--- src/rtl/c16_scancode_arbiter_if.sv ---
// Byte-source / keymatrix bus shared between the PS/2 receiver, the
// injector and the scancode arbiter. The arbiter is the slave; the byte
// sources and the keymatrix together form the master side.
interface c16_scancode_arbiter_if;
  logic [7:0] ps2_scancode;
  logic       ps2_valid;
  logic [7:0] inj_scancode;
  logic       inj_valid;
  logic       inj_ready;
  logic [7:0] scancode;
  logic       receiveflag;
  logic       ps2_overflow;
  logic       busy;

  modport master (
    output ps2_scancode, ps2_valid, inj_scancode, inj_valid,
    input  inj_ready, scancode, receiveflag, ps2_overflow, busy
  );

  modport slave (
    input  ps2_scancode, ps2_valid, inj_scancode, inj_valid,
    output inj_ready, scancode, receiveflag, ps2_overflow, busy
  );
endinterface

--- src/rtl/c16_scancode_arbiter.sv ---
// Scancode arbiter for the C16 keyboard matrix. Merges PS/2 bytes (buffered
// in a small FIFO because the receiver cannot be stalled) with injector bytes
// (valid/ready handshake), keeps E0/F0 prefix sequences atomic per source and
// spaces output strobes at least GAP_CYCLES+1 cycles apart.
module c16_scancode_arbiter #(
  parameter int FIFO_DEPTH   = 8,
  parameter int GAP_CYCLES   = 3,
  parameter int LOCK_TIMEOUT = 65535
) (
  input logic                   clk,
  input logic                   reset,
  c16_scancode_arbiter_if.slave bus
);

  localparam int AW = $clog2(FIFO_DEPTH);
  localparam int GW = (GAP_CYCLES > 0) ? $clog2(GAP_CYCLES + 1) : 1;
  localparam int TW = $clog2(LOCK_TIMEOUT + 1);

  localparam logic SRC_PS2 = 1'b0;
  localparam logic SRC_INJ = 1'b1;

  typedef enum logic [1:0] {
    IDLE     = 2'd0,
    LOCK_PS2 = 2'd1,
    LOCK_INJ = 2'd2
  } state_t;

  // E0 (extended) and F0 (break) open a multi-byte sequence.
  function automatic logic is_prefix(input logic [7:0] b);
    return (b == 8'hE0) || (b == 8'hF0);
  endfunction

  state_t          state;
  logic            last_src;
  logic [GW-1:0]   gap;
  logic [TW-1:0]   tcnt;
  logic [7:0]      mem [FIFO_DEPTH];
  logic [AW-1:0]   wr_ptr;
  logic [AW-1:0]   rd_ptr;
  logic [AW:0]     count;
  logic [7:0]      out_byte;
  logic            out_flag;
  logic            ovf;
  logic            ready_en;   // holds inj_ready low in the cycle after reset

  logic            fifo_empty;
  logic            fifo_full;
  logic            issue_ok;
  logic            inj_ready_s;
  logic            inj_take;
  logic            ps2_take;
  logic            push_ok;
  logic            issue;
  logic [7:0]      issue_byte;
  logic            issue_prefix;

  assign fifo_empty   = (count == '0);
  assign fifo_full    = (count == (AW+1)'(FIFO_DEPTH));
  assign issue_ok     = (gap == '0);
  assign inj_take     = bus.inj_valid && inj_ready_s;
  assign ps2_take     = issue_ok && !fifo_empty &&
                        ((state == LOCK_PS2) || ((state == IDLE) && !inj_take));
  assign push_ok      = bus.ps2_valid && (!fifo_full || ps2_take);
  assign issue        = ps2_take || inj_take;
  assign issue_byte   = ps2_take ? mem[rd_ptr] : bus.inj_scancode;
  assign issue_prefix = is_prefix(issue_byte);

  // Injector may go only when the round-robin or its own lock allows; registered terms only.
  always_comb begin
    inj_ready_s = 1'b0;
    if (ready_en && issue_ok) begin
      case (state)
        IDLE:     inj_ready_s = fifo_empty || (last_src == SRC_PS2);
        LOCK_INJ: inj_ready_s = 1'b1;
        default:  inj_ready_s = 1'b0;
      endcase
    end else begin
      inj_ready_s = 1'b0;
    end
  end

  // FIFO storage; contents need no reset since the pointers are cleared.
  always_ff @(posedge clk) begin
    if (push_ok) begin
      mem[wr_ptr] <= bus.ps2_scancode;
    end
  end

  // Arbitration FSM, FIFO pointers, gap/timeout counters and output registers.
  always_ff @(posedge clk) begin
    if (reset) begin
      state    <= IDLE;
      last_src <= SRC_INJ;
      gap      <= '0;
      tcnt     <= '0;
      wr_ptr   <= '0;
      rd_ptr   <= '0;
      count    <= '0;
      out_byte <= 8'h00;
      out_flag <= 1'b0;
      ovf      <= 1'b0;
      ready_en <= 1'b0;
    end else begin
      ready_en <= 1'b1;
      out_flag <= 1'b0;

      if (push_ok) begin
        wr_ptr <= wr_ptr + AW'(1);
      end
      if (bus.ps2_valid && !push_ok) begin
        ovf <= 1'b1;
      end
      if (ps2_take) begin
        rd_ptr <= rd_ptr + AW'(1);
      end
      case ({push_ok, ps2_take})
        2'b10:   count <= count + (AW+1)'(1);
        2'b01:   count <= count - (AW+1)'(1);
        default: count <= count;
      endcase

      if (issue) begin
        out_byte <= issue_byte;
        out_flag <= 1'b1;
        gap      <= GW'(GAP_CYCLES);
      end else if (gap != '0) begin
        gap <= gap - GW'(1);
      end

      case (state)
        IDLE: begin
          tcnt <= '0;
          if (ps2_take) begin
            if (issue_prefix) state <= LOCK_PS2;
            else              last_src <= SRC_PS2;
          end else if (inj_take) begin
            if (issue_prefix) state <= LOCK_INJ;
            else              last_src <= SRC_INJ;
          end
        end
        LOCK_PS2: begin
          if (ps2_take) begin
            tcnt <= '0;
            if (!issue_prefix) begin
              state    <= IDLE;
              last_src <= SRC_PS2;
            end
          end else if (tcnt == TW'(LOCK_TIMEOUT - 1)) begin
            tcnt     <= '0;
            state    <= IDLE;
            last_src <= SRC_PS2;
          end else begin
            tcnt <= tcnt + TW'(1);
          end
        end
        LOCK_INJ: begin
          if (inj_take) begin
            tcnt <= '0;
            if (!issue_prefix) begin
              state    <= IDLE;
              last_src <= SRC_INJ;
            end
          end else if (tcnt == TW'(LOCK_TIMEOUT - 1)) begin
            tcnt     <= '0;
            state    <= IDLE;
            last_src <= SRC_INJ;
          end else begin
            tcnt <= tcnt + TW'(1);
          end
        end
        default: begin
          state <= IDLE;
          tcnt  <= '0;
        end
      endcase
    end
  end

  assign bus.inj_ready    = inj_ready_s;
  assign bus.scancode     = out_byte;
  assign bus.receiveflag  = out_flag;
  assign bus.ps2_overflow = ovf;
  assign bus.busy         = (state != IDLE) || !fifo_empty || (gap != '0);

endmodule

--- src/flat_wrapper.sv ---
// flat-port wrapper written by rule: the top's interface ports become plain ports
module c16_scancode_arbiter_flat 
#(
  parameter int FIFO_DEPTH   = 8,
  parameter int GAP_CYCLES   = 3,
  parameter int LOCK_TIMEOUT = 65535
)
  (clk, reset, bus_ps2_scancode, bus_ps2_valid, bus_inj_scancode, bus_inj_valid, bus_inj_ready, bus_scancode, bus_receiveflag, bus_ps2_overflow, bus_busy);
  c16_scancode_arbiter_if bus_i ();
  input logic clk;
  input logic reset;
  input wire logic [$bits(bus_i.ps2_scancode)-1:0] bus_ps2_scancode;
  input wire logic [$bits(bus_i.ps2_valid)-1:0] bus_ps2_valid;
  input wire logic [$bits(bus_i.inj_scancode)-1:0] bus_inj_scancode;
  input wire logic [$bits(bus_i.inj_valid)-1:0] bus_inj_valid;
  output wire logic [$bits(bus_i.inj_ready)-1:0] bus_inj_ready;
  output wire logic [$bits(bus_i.scancode)-1:0] bus_scancode;
  output wire logic [$bits(bus_i.receiveflag)-1:0] bus_receiveflag;
  output wire logic [$bits(bus_i.ps2_overflow)-1:0] bus_ps2_overflow;
  output wire logic [$bits(bus_i.busy)-1:0] bus_busy;
  assign bus_i.ps2_scancode = bus_ps2_scancode;
  assign bus_i.ps2_valid = bus_ps2_valid;
  assign bus_i.inj_scancode = bus_inj_scancode;
  assign bus_i.inj_valid = bus_inj_valid;
  assign bus_inj_ready = bus_i.inj_ready;
  assign bus_scancode = bus_i.scancode;
  assign bus_receiveflag = bus_i.receiveflag;
  assign bus_ps2_overflow = bus_i.ps2_overflow;
  assign bus_busy = bus_i.busy;
  c16_scancode_arbiter #(.FIFO_DEPTH(FIFO_DEPTH), .GAP_CYCLES(GAP_CYCLES), .LOCK_TIMEOUT(LOCK_TIMEOUT)) u_core (.clk(clk), .reset(reset), .bus(bus_i));
endmodule
--- config.mk ---
export PLATFORM = sky130hd
export DESIGN_NAME = c16_scancode_arbiter_flat
export DESIGN_NICKNAME = d
export VERILOG_FILES = /design/src/rtl/c16_scancode_arbiter_if.sv /design/src/rtl/c16_scancode_arbiter.sv /design/src/flat_wrapper.sv
export SDC_FILE = /design/constraint.sdc
export NUM_CORES = 1
export LEC_CHECK = 0
export ABC_AREA = 1
export CAP_MARGIN = 40
export CORE_UTILIZATION = 55
export CTS_BUF_LIST = sky130_fd_sc_hd__clkbuf_2
export DETAILED_ROUTE_END_ITERATION = 8
export GPL_TIMING_DRIVEN = 0
export PLACE_DENSITY = 0.75
export SYNTH_ARGS = -nofsm -noshare
export SYNTH_HDL_FRONTEND = slang
export SYNTH_SLANG_ARGS = --single-unit
--- constraint.sdc ---
create_clock -name clk -period 4.2 [get_ports clk]
set_clock_uncertainty 0.2 [all_clocks]
set_input_delay 0.84 -clock clk [delete_from_list [all_inputs] [get_ports clk]]
set_output_delay 0.84 -clock clk [all_outputs]
set_load 0.1 [all_outputs]
## Word-level counts from Yosys, hierarchy flattened

Memory sizes are Yosys's and may differ from the RTL's. A register that Yosys moved wholly into a read port is not among the register bits.
Index checks and enable logic that the tools add are counted.

- Bits in registers: 42
- Bits in writable memories: 64
- Bits of input ports: 20
- Output and inout port bits: 12
- Word-level logic and storage cells: 94
- Memories: 1

Memories:

| name | words | bits a word | read ports | clocked after memory_dff | write ports | line | text |
|---|---|---|---|---|---|---|---|
| u_core.mem | 8 | 8 | 1 | 1 | 1 | c16_scancode_arbiter.sv:37 | `logic [7:0] mem [FIFO_DEPTH];` |

- $add $sub $neg: 6
- Eq/ne operators: 13
- Mux-type cells: 34
- Bitwise operators: 1
- Reductions and logical operators: 28

Operators with widths:

| operator | number |
|---|---|
| 16-bit 2-to-1 mux | 3 |
| 16-bit one-hot mux with 2 select lines | 1 |
| 2-bit 2-to-1 mux | 10 |
| 16-bit by 1-bit adder with 16-bit output, second input constant | 1 |
| 16-bit == test, second input constant | 1 |
| 8-bit == test, second input constant | 2 |
| 1-bit 2-to-1 mux | 13 |
| 8-bit 2-to-1 mux | 1 |
| 4-bit one-hot mux with 2 select lines | 1 |
| 2-bit nonzero test | 4 |
| 1-bit logical AND | 7 |
| 1-bit logical OR | 7 |
| 3-bit by 1-bit adder with 3-bit output, second input constant | 2 |
| 3-bit 2-to-1 mux | 2 |
| 3-bit by 1-bit inequality test with 1-bit output, second input constant | 2 |
| 3-bit inequality test, second input constant | 2 |
| 2-bit one-hot mux with 3 select lines | 1 |
| 4-bit by 1-bit adder with 4-bit output, second input constant | 1 |
| 2-bit by 1-bit == test with 1-bit output, second input constant | 2 |
| 2-bit == test, second input constant | 2 |
| 4-bit == test, second input constant | 1 |
| 1-bit zero test | 4 |
| 2-bit zero test | 2 |
| 4-bit zero test | 1 |
| 9 further kinds | 9 |

## Longest topological paths before layout

Gate-level depths: netlist of run 1.

- Depth after elaboration: 16
- Mapped depth: 21
- Gate-level depth less buffers: 20

## Worst setup path after synthesis of run 1

No wires, ideal clock.

- Kind: reg-to-output
- From: register u_core.state[0]
- To: output port bus_inj_ready
- Arrival: 2364 ps
- Data required time: 3160 ps
- Path slack: 796 ps
- Stages on the path, launching flop included: 7
- Buffers on the path: 0
- Path through: dfxtp_1 > inv_1 > ha_1 > inv_2 > nor2_2 > nor2_2 > a21oi_1

- Longest elaborated chain between the ends: 3
- Elaborated cells between the ends (all ways): 4
- Classes of those cells: 1 x eq/ne; 2 x mux; 1 x reduce/logical

Ends and longest elaborated chain:

| element | line | text |
|---|---|---|
| start, declared | c16_scancode_arbiter.sv:33 | `state_t state;` |
| start signal, assigned | c16_scancode_arbiter.sv:92 | `state <= IDLE;` |
| start signal, assigned | c16_scancode_arbiter.sv:134 | `if (issue_prefix) state <= LOCK_PS2;` |
| start signal, assigned | c16_scancode_arbiter.sv:137 | `if (issue_prefix) state <= LOCK_INJ;` |
| 2-bit == test or 2-bit zero test (tied branches) | c16_scancode_arbiter.sv:72 | `case (state)` |
| 1-bit one-hot mux with 2 select lines * | c16_scancode_arbiter.sv:72 |  |
| 1-bit 2-to-1 mux * | c16_scancode_arbiter.sv:71 | `if (ready_en && issue_ok) begin` |
| end, declared | flat_wrapper.sv:16 | `output wire logic [$bits(bus_i.inj_ready)-1:0] bus_inj_ready;` |

Every way passes the cells marked *; elsewhere a longest branch is shown, timed or not.

## Worst setup path after layout of run 1

Ends and elaborated chain as after synthesis.

==> results of run 1 <==
-- synthesized netlist by cell type --
master    instances
nand3_1          63
o21a_1            4
inv_2             7
nor4_1            1
fa_1              1
a31oi_1           6
xor2_1           11
and3b_1           1
nand2b_1          1
nor3b_1           2
clkbuf_1          4
nor2_1           45
o21ai_0          16
nand3_2           2
a21oi_1          22
a211oi_2          1
nor2_2            2
buf_2            10
nand3b_1          1
nand2_8           1
ha_1             11
nor3_1            3
nand2_4           1
nand2_2           5
clkinv_1          1
dfxtp_1          45
o211ai_1          4
inv_1            34
nor2_4            3
o22ai_1           2
xnor2_1           2
buf_8             1
nand2_1         124
edfxtp_1         64
o21ai_4           1
nand4_1           7
o21ai_1           4
-- worst min-delay path: cells and delay by family, from the launching register on --
family	cells	cell delay (ns)
flip-flops	1	0.39
AO/OA/AOI/OAI	1	0.05
buffers and inverters	1	0.04
-- how the worst max path moves through the flow --
stage | startpoint | to | slack (ns) | cells after the start
2_1_floorplan | u_core.state[0]$_SDFFE_PP0P_ | bus_inj_ready | 0.80 | 6
3_3_place_gp | bus_inj_valid | u_core.mem[2][0]$_DFFE_PP_ | 0.68 | 11
3_5_place_dp | bus_inj_valid | u_core.mem[0][3]$_DFFE_PP_ | 0.61 | 11
4_1_cts | u_core.state[0]$_SDFFE_PP0P_ | bus_inj_ready | 0.59 | 8
5_1_grt | u_core.state[1]$_SDFFE_PP0P_ | bus_inj_ready | 0.44 | 8
6_report | u_core.state[0]$_SDFFE_PP0P_ | bus_inj_ready | 0.62 | 8
-- registers in the layout, indices dropped and copies added (netlist names), named ones only --
name / count
u_core.mem: 64
u_core.gap: 2
u_core.bus.receiveflag: 1
u_core.tcnt: 16
u_core.state: 2
u_core.wr_ptr: 3
u_core.ready_en: 1
u_core.count: 4
u_core.rd_ptr: 3
u_core.bus.scancode: 8
u_core.bus.ps2_overflow: 1
-- stage by stage --
step	worst slack (ns)	area (sq um)	hold WS, ns
after floorplan	0.7964	4862	0.2334
after global placement	0.6772	5304	0.2398
after detailed placement	0.6145	5522	0.2454
after CTS	0.5907	5658	0.2716
after global routing	0.4356	5658	0.3032
final	0.6191	5658	0.2686
-- cells by family after synthesis --
group                      synth area share [%]
DFF                                       58.05
buffers and inverters                     4.889
xor gates and xnor gates                  2.342
and+or+nand+nor                           24.29
AOI/OAI and AO/OA                         7.180
adders and majority gates                 3.242
-- per-layer routing --
layer  wire length (um)  share of wire (%)  vias to the layer above
li1                   -                  -                     1859
met1               4434                 44                     1725
met2               4864                 48                      112
met3                579                5.7                       28
met4                262                2.6                        0
met5                  0                  0                        -
-- cell type report --
cell class                      instances  area [sq um]
Fill cell                             655          2724
Timing Repair Buffer                   48         528.0
Inverter                               42         157.7
Tap cell                              105         131.4
Buffer                                 15         80.08
Clock inverter                          7         91.34
Multi-Input combinational cell        347          1802
Clock buffer                            9         45.04
Sequential cell                       109          2823
-- power by group through the flow --
stage                     clock network [mW]  registers (mW)  logic, mW
after floorplan                            0            1.58       1.07
after global placement                     0            1.35       1.65
after detailed placement                   0            1.35       1.84
after CTS                              0.489            1.33       1.85
after global routing                   0.533            1.34       2.03
final                                  0.483            1.33       1.86
==> flow_summary_export.csv, run 1 <==
group,metric,value,unit
die,die-area,9220,sq um
routing,routed-via-count,3724,
worst_setup_path,cpMaxStageDelayCell,"clkdlybuf4s50_1",
run_status,status,"finished clean",
routing,drc,0,
pwr,pwr-share-clk,13.2,%
logic_synthesis,synth_area_leader_cell,"edfxtp_1",
timing,setup_viol,0,
hold_path,hold_end,"u_core.bus.ps2_overflow$_SDFFE_PP0P_",
placement,gp_congestion,0.9669,
timing,worst-slew-pin-transition,0.8901,ns
hold_path,hold_class,"reg -> reg",
logic_synthesis,ys_seq_area_share,58.05,%
finish,final_util,67.50,%
routing,drt-total-wl,10140,um
global_routing,grt_pass1_vias,3659,
timing,rsz0062_at_grt,"false",
die,rows,33,
die,initial_utilization,58.01,%
logic_synthesis,synthTopCellsByArea,"edfxtp_1 (40%), dfxtp_1 (19%), nand2_1 (9.6%), nand3_1 (6.5%), nor2_1 (3.5%)",
worst_setup_path,cp_top_family,"buffers and inverters",
hold_path,hp-start,"u_core.bus.ps2_overflow$_SDFFE_PP0P_",
routing,drt_pre_antenna_iters,5,
worst_setup_path,critPathMaxStageDelay,0.53,ns
pwr,power.density,648.3,nW/um^2
logic_synthesis,syn_nets,545,
worst_setup_path,critPathMaxFanout,6,
finish,drive_gt1_share,11.61,%
worst_setup_path,r2r_slack,0.80,ns
routing,viasPerCell,5.460,
clock_network,numCtsBuffers,9,
routing,wl_per_cell,14.87,um
worst_setup_path,critPathCaptureType,"output pin",
global_routing,grtUsageMet2,40.54,%
die,ios,32,
finish,final_cell_mix,"nand2_1 (124), edfxtp_1 (64), nand3_1 (63)",
clock_network,clockBufferDepth,2,
worst_setup_path,cp-start-kind,"register",
worst_setup_path,cp_num_buf_inv,4,
global_routing,grt_overflow,0,
die,core,8382,sq um
finish,synthToLayoutAreaGrowth,16.37,%
placement,io_buffers,31,
die,dieWidth,96.02,um
worst_setup_path,crit_top_cell,"nor2_2",
timing,slew_violations,0,
pwr,peakVddDrop,0.0005420,V
routing,drt-initial-drc-count,213,
hold_path,hold_depth,2,
finish,final_common_cell,"nand2_1",
worst_setup_path,r2r_start,"u_core.state[0]$_SDFFE_PP0P_",
timing,fin_crit,3.581,ns
logic_synthesis,synth_top_area_share,39.53,%
worst_setup_path,reg2reg_to,"u_core.mem[4][4]$_DFFE_PP_",
pwr,p_switching,1.681,mW
global_routing,grt-busiest-layer,"met2",
clock_network,ctsResizeCount,0,
clock_network,cts_sinks,109,
finish,insertedDiodeCount,0,
routing,antenna_left,0,
clock_network,insertion_delay,0.59,ns
logic_synthesis,synth.distinct_cells,37,
run,cap_viol_max_count,0,
clock_network,cts_root_buffer,"clkbuf_2",
logic_synthesis,synth-seq-cells,109,
global_routing,grt_max_degree,23,
finish,final_nets,604,
global_routing,grt_first_pass_wirelength,16750,um
pwr,switching_share,45.84,%
global_routing,use_met1,31.76,%
global_routing,use_met3,5.134,%
clock_network,holdBufCountCts,0,
logic_synthesis,yosys_warnings,0,
clock_network,cts_tree,"done",
pwr,p_seq_share,36.2,%
global_routing,antenna_found_initial,0,
pwr,power.internal,1.986,mW
timing,setup_tns,0,ns
worst_setup_path,criticalPathCategory,"reg -> out",
clock_network,clkTransAtPathRegs,0.33,ns
finish,stdcell_count,682,
placement,dp_hpwl,7337,um
pwr,combPwrFrac,50.6,%
timing,max_freq,279.3,MHz
clock_network,cts_setup_buffers,0,
global_routing,track_usage,24.55,%
logic_synthesis,syn_area_per_cell,9.478,sq um
logic_synthesis,synthCells,513,
placement,place_inst,666,
worst_setup_path,cp_data_required_time,3.16,ns
worst_setup_path,crit_path_cell_trace,"inv_1 -> ha_1 -> inv_2 -> nor2_2 -> nor2_2 -> a21oi_1 -> clkdlybuf4s50_1 -> buf_8",
logic_synthesis,syn_area,4862,sq um
die,die_y,96.02,um
timing,hold_viol,0,
worst_setup_path,rr_worst_depth,16,
timing,finalCritPeriodShare,85.26,%
pwr,p_total,3.668,mW
worst_setup_path,cp.arrival,2.54,ns
clock_network,htree_levels,3,
pwr,leakagePower,2.180,nW
timing,maxSlewHeadroom,40.44,%
Power figures use the tool's default switching activity.
==> run 2: changes to the inputs <==
--- a/config.mk
+++ b/config.mk
@@ -12,6 +12,7 @@
 export DETAILED_ROUTE_END_ITERATION = 8
 export GPL_TIMING_DRIVEN = 0
 export PLACE_DENSITY = 0.75
+export SKIP_LAST_GASP = 1
 export SYNTH_ARGS = -nofsm -noshare
 export SYNTH_HDL_FRONTEND = slang
 export SYNTH_SLANG_ARGS = --single-unit
==> results of run 2 <==
No change in the layout: final DEF, timing and power equal those of run 1.
==> run 3: changes to the inputs <==
--- a/config.mk
+++ b/config.mk
@@ -7,11 +7,11 @@
 export LEC_CHECK = 0
 export ABC_AREA = 1
 export CAP_MARGIN = 40
-export CORE_UTILIZATION = 55
+export CORE_UTILIZATION = 40
 export CTS_BUF_LIST = sky130_fd_sc_hd__clkbuf_2
 export DETAILED_ROUTE_END_ITERATION = 8
 export GPL_TIMING_DRIVEN = 0
-export PLACE_DENSITY = 0.75
+export RECOVER_POWER = 25
 export SKIP_LAST_GASP = 1
 export SYNTH_ARGS = -nofsm -noshare
 export SYNTH_HDL_FRONTEND = slang
==> run 3 against run 2 <==
Net effect:
- the flow now finishes with violations (DRC)
- die area up 37%
- final cell count grew 5.9%
- via count decreased by 2.5%
- final area grew 0.29%
- clock power down 14%
==> flow_summary_export.csv, run 3 (same netlist as run 1, synthesis figures left out) <==
group,metric,value,unit
die,dieWidth,112.3,um
die,die_y,112.3,um
worst_setup_path,critPathMaxFanout,6,
die,core,11610,sq um
global_routing,grt_pass1_vias,3418,
run,cap_viol_max_count,0,
worst_setup_path,cpMaxStageDelayCell,"clkdlybuf4s50_1",
timing,fin_crit,3.580,ns
worst_setup_path,cp_num_buf_inv,4,
die,die-area,12600,sq um
die,ios,32,
timing,timing.final.ws_setup,0.6200,ns
clock_network,cts_sinks,109,
finish,final_cell_mix,"nand2_1 (124), edfxtp_1 (64), nand3_1 (63)",
clock_network,holdBufCountCts,0,
timing,finalCritPeriodShare,85.24,%
finish,drive_gt1_share,11.40,%
clock_network,clockBufferDepth,2,
global_routing,grt_max_degree,19,
clock_network,cts_root_buffer,"clkbuf_2",
routing,wl_per_cell,14.16,um
timing,hold_viol,0,
routing,routed-via-count,3631,
routing,wl_met2,4856,um
pwr,power.density,633.0,nW/um^2
routing,drc,4,
timing,rsz0062_at_grt,"false",
worst_setup_path,cp_top_family,"buffers and inverters",
timing,worst-slew-pin-transition,0.8191,ns
timing,max_freq,279.3,MHz
finish,final_common_cell,"nand2_1",
timing,setup_viol,0,
global_routing,antenna_found_initial,0,
run_status,violations,"DRC",
global_routing,grt_overflow,0,
global_routing,grt_first_pass_wirelength,16580,um
worst_setup_path,cp.arrival,2.54,ns
worst_setup_path,crit_top_cell,"nor2_2",
timing,slew_violations,0,
clock_network,ctsResizeCount,0,
worst_setup_path,critPathCaptureType,"output pin",
worst_setup_path,criticalPathCategory,"reg -> out",
finish,fin_area,5674,sq um
routing,wl_met1,4666,um
routing,drt_pre_antenna_iters,6,
routing,antenna_left,0,
worst_setup_path,cp-start-kind,"register",
die,initial_utilization,41.87,%
global_routing,track_usage,17.17,%
clock_network,clkTransAtPathRegs,0.26,ns
worst_setup_path,crit_path_cell_trace,"inv_1 -> ha_1 -> inv_2 -> nor2_2 -> nor2_2 -> a21oi_1 -> clkdlybuf4s50_1 -> buf_8",
placement,gp_congestion,0.9026,
placement,dp_hpwl,7355,um
finish,synthToLayoutAreaGrowth,16.70,%
placement,io_buffers,31,
finish,largest_register_ffs,64,
clock_network,cts_tree,"done",
clock_network,insertion_delay,0.58,ns
finish,insertedDiodeCount,0,
placement,postPlaceCellArea,5584,sq um
die,rows,39,
placement,pre_cts_ws,0.6964,ns
routing,top_layer_used,"met4",
clock_network,cts_setup_buffers,0,
pwr,peakVddDrop,0.0002240,V
routing,drt-initial-drc-count,229,
worst_setup_path,cp_data_required_time,3.16,ns
timing,setup_tns,0,ns
hold_path,hold_class,"reg -> reg",
finish,regMostFlops,"u_core.mem",
routing,routed-wl-met3,483,um
routing,drt-total-wl,10230,um
worst_setup_path,critPathMaxStageDelay,0.53,ns
routing,viasPerCell,5.029,
pwr,leakagePower,2.170,nW
finish,final_nets,606,
timing,maxSlewHeadroom,45.19,%
clock_network,numCtsBuffers,9,
clock_network,htree_levels,3,
run_status,status,"finished, violations left",
run 3: final cells by class:
| cell class | count | area [sq um] |
|---|---|---|
| plain buffers | 15 | 80.08 |
| clock buffers | 9 | 45.04 |
| clock inverters | 7 | 45.04 |
| fillers | 1104 | 5939 |
| inverters | 42 | 157.7 |
| multi-input cells | 347 | 1802 |
| flip-flops and latches | 109 | 2823 |
| well taps | 143 | 178.9 |
| repair buffers | 50 | 543.0 |
run 3: path summary, 6_finish.rpt:
kind | start | endpoint | slack, ns | cells after the start
worst min-delay path | u_core.bus.ps2_overflow$_SDFFE_PP0P_ | u_core.bus.ps2_overflow$_SDFFE_PP0P_ | 0.27 | 2
worst max-delay path | u_core.state[0]$_SDFFE_PP0P_ | bus_inj_ready | 0.62 | 8
worst min register to register | u_core.bus.ps2_overflow$_SDFFE_PP0P_ | u_core.bus.ps2_overflow$_SDFFE_PP0P_ | 0.27 | 2
worst max register to register | u_core.state[0]$_SDFFE_PP0P_ | u_core.mem[4][6]$_DFFE_PP_ | 0.85 | 16
run 3: worst min-delay path: stages, from the launching register on:
cell and delay, ns:
dfxtp_1 0.37, inv_1 0.05, a21oi_1 0.05
run 3: layer usage:
layer  GRT usage, %  vias up
li1               -     1858
met1          20.99     1671
met2          28.82       84
met3          4.860       18
met4          6.667        0
met5              0        -
run 3: metrics by stage:
stage	hold WS, ns	total power, mW	cells	utilization (%)
after floorplan	0.2334	2.646	513	-
after detailed placement	0.2416	3.211	706	48.08
after global placement	0.2411	3.029	687	46.08
after global routing	0.3004	3.833	722	48.86
final	0.2717	3.592	722	48.86
after CTS	0.2702	3.621	722	48.86
run 3: power breakdown:
part	internal (mW)	switching (mW)	total, mW
Clock	0.0792	0.333	0.413
Sequential	1.25	0.0649	1.32
Combinational	0.629	1.23	1.86
Total	1.96	1.63	3.59
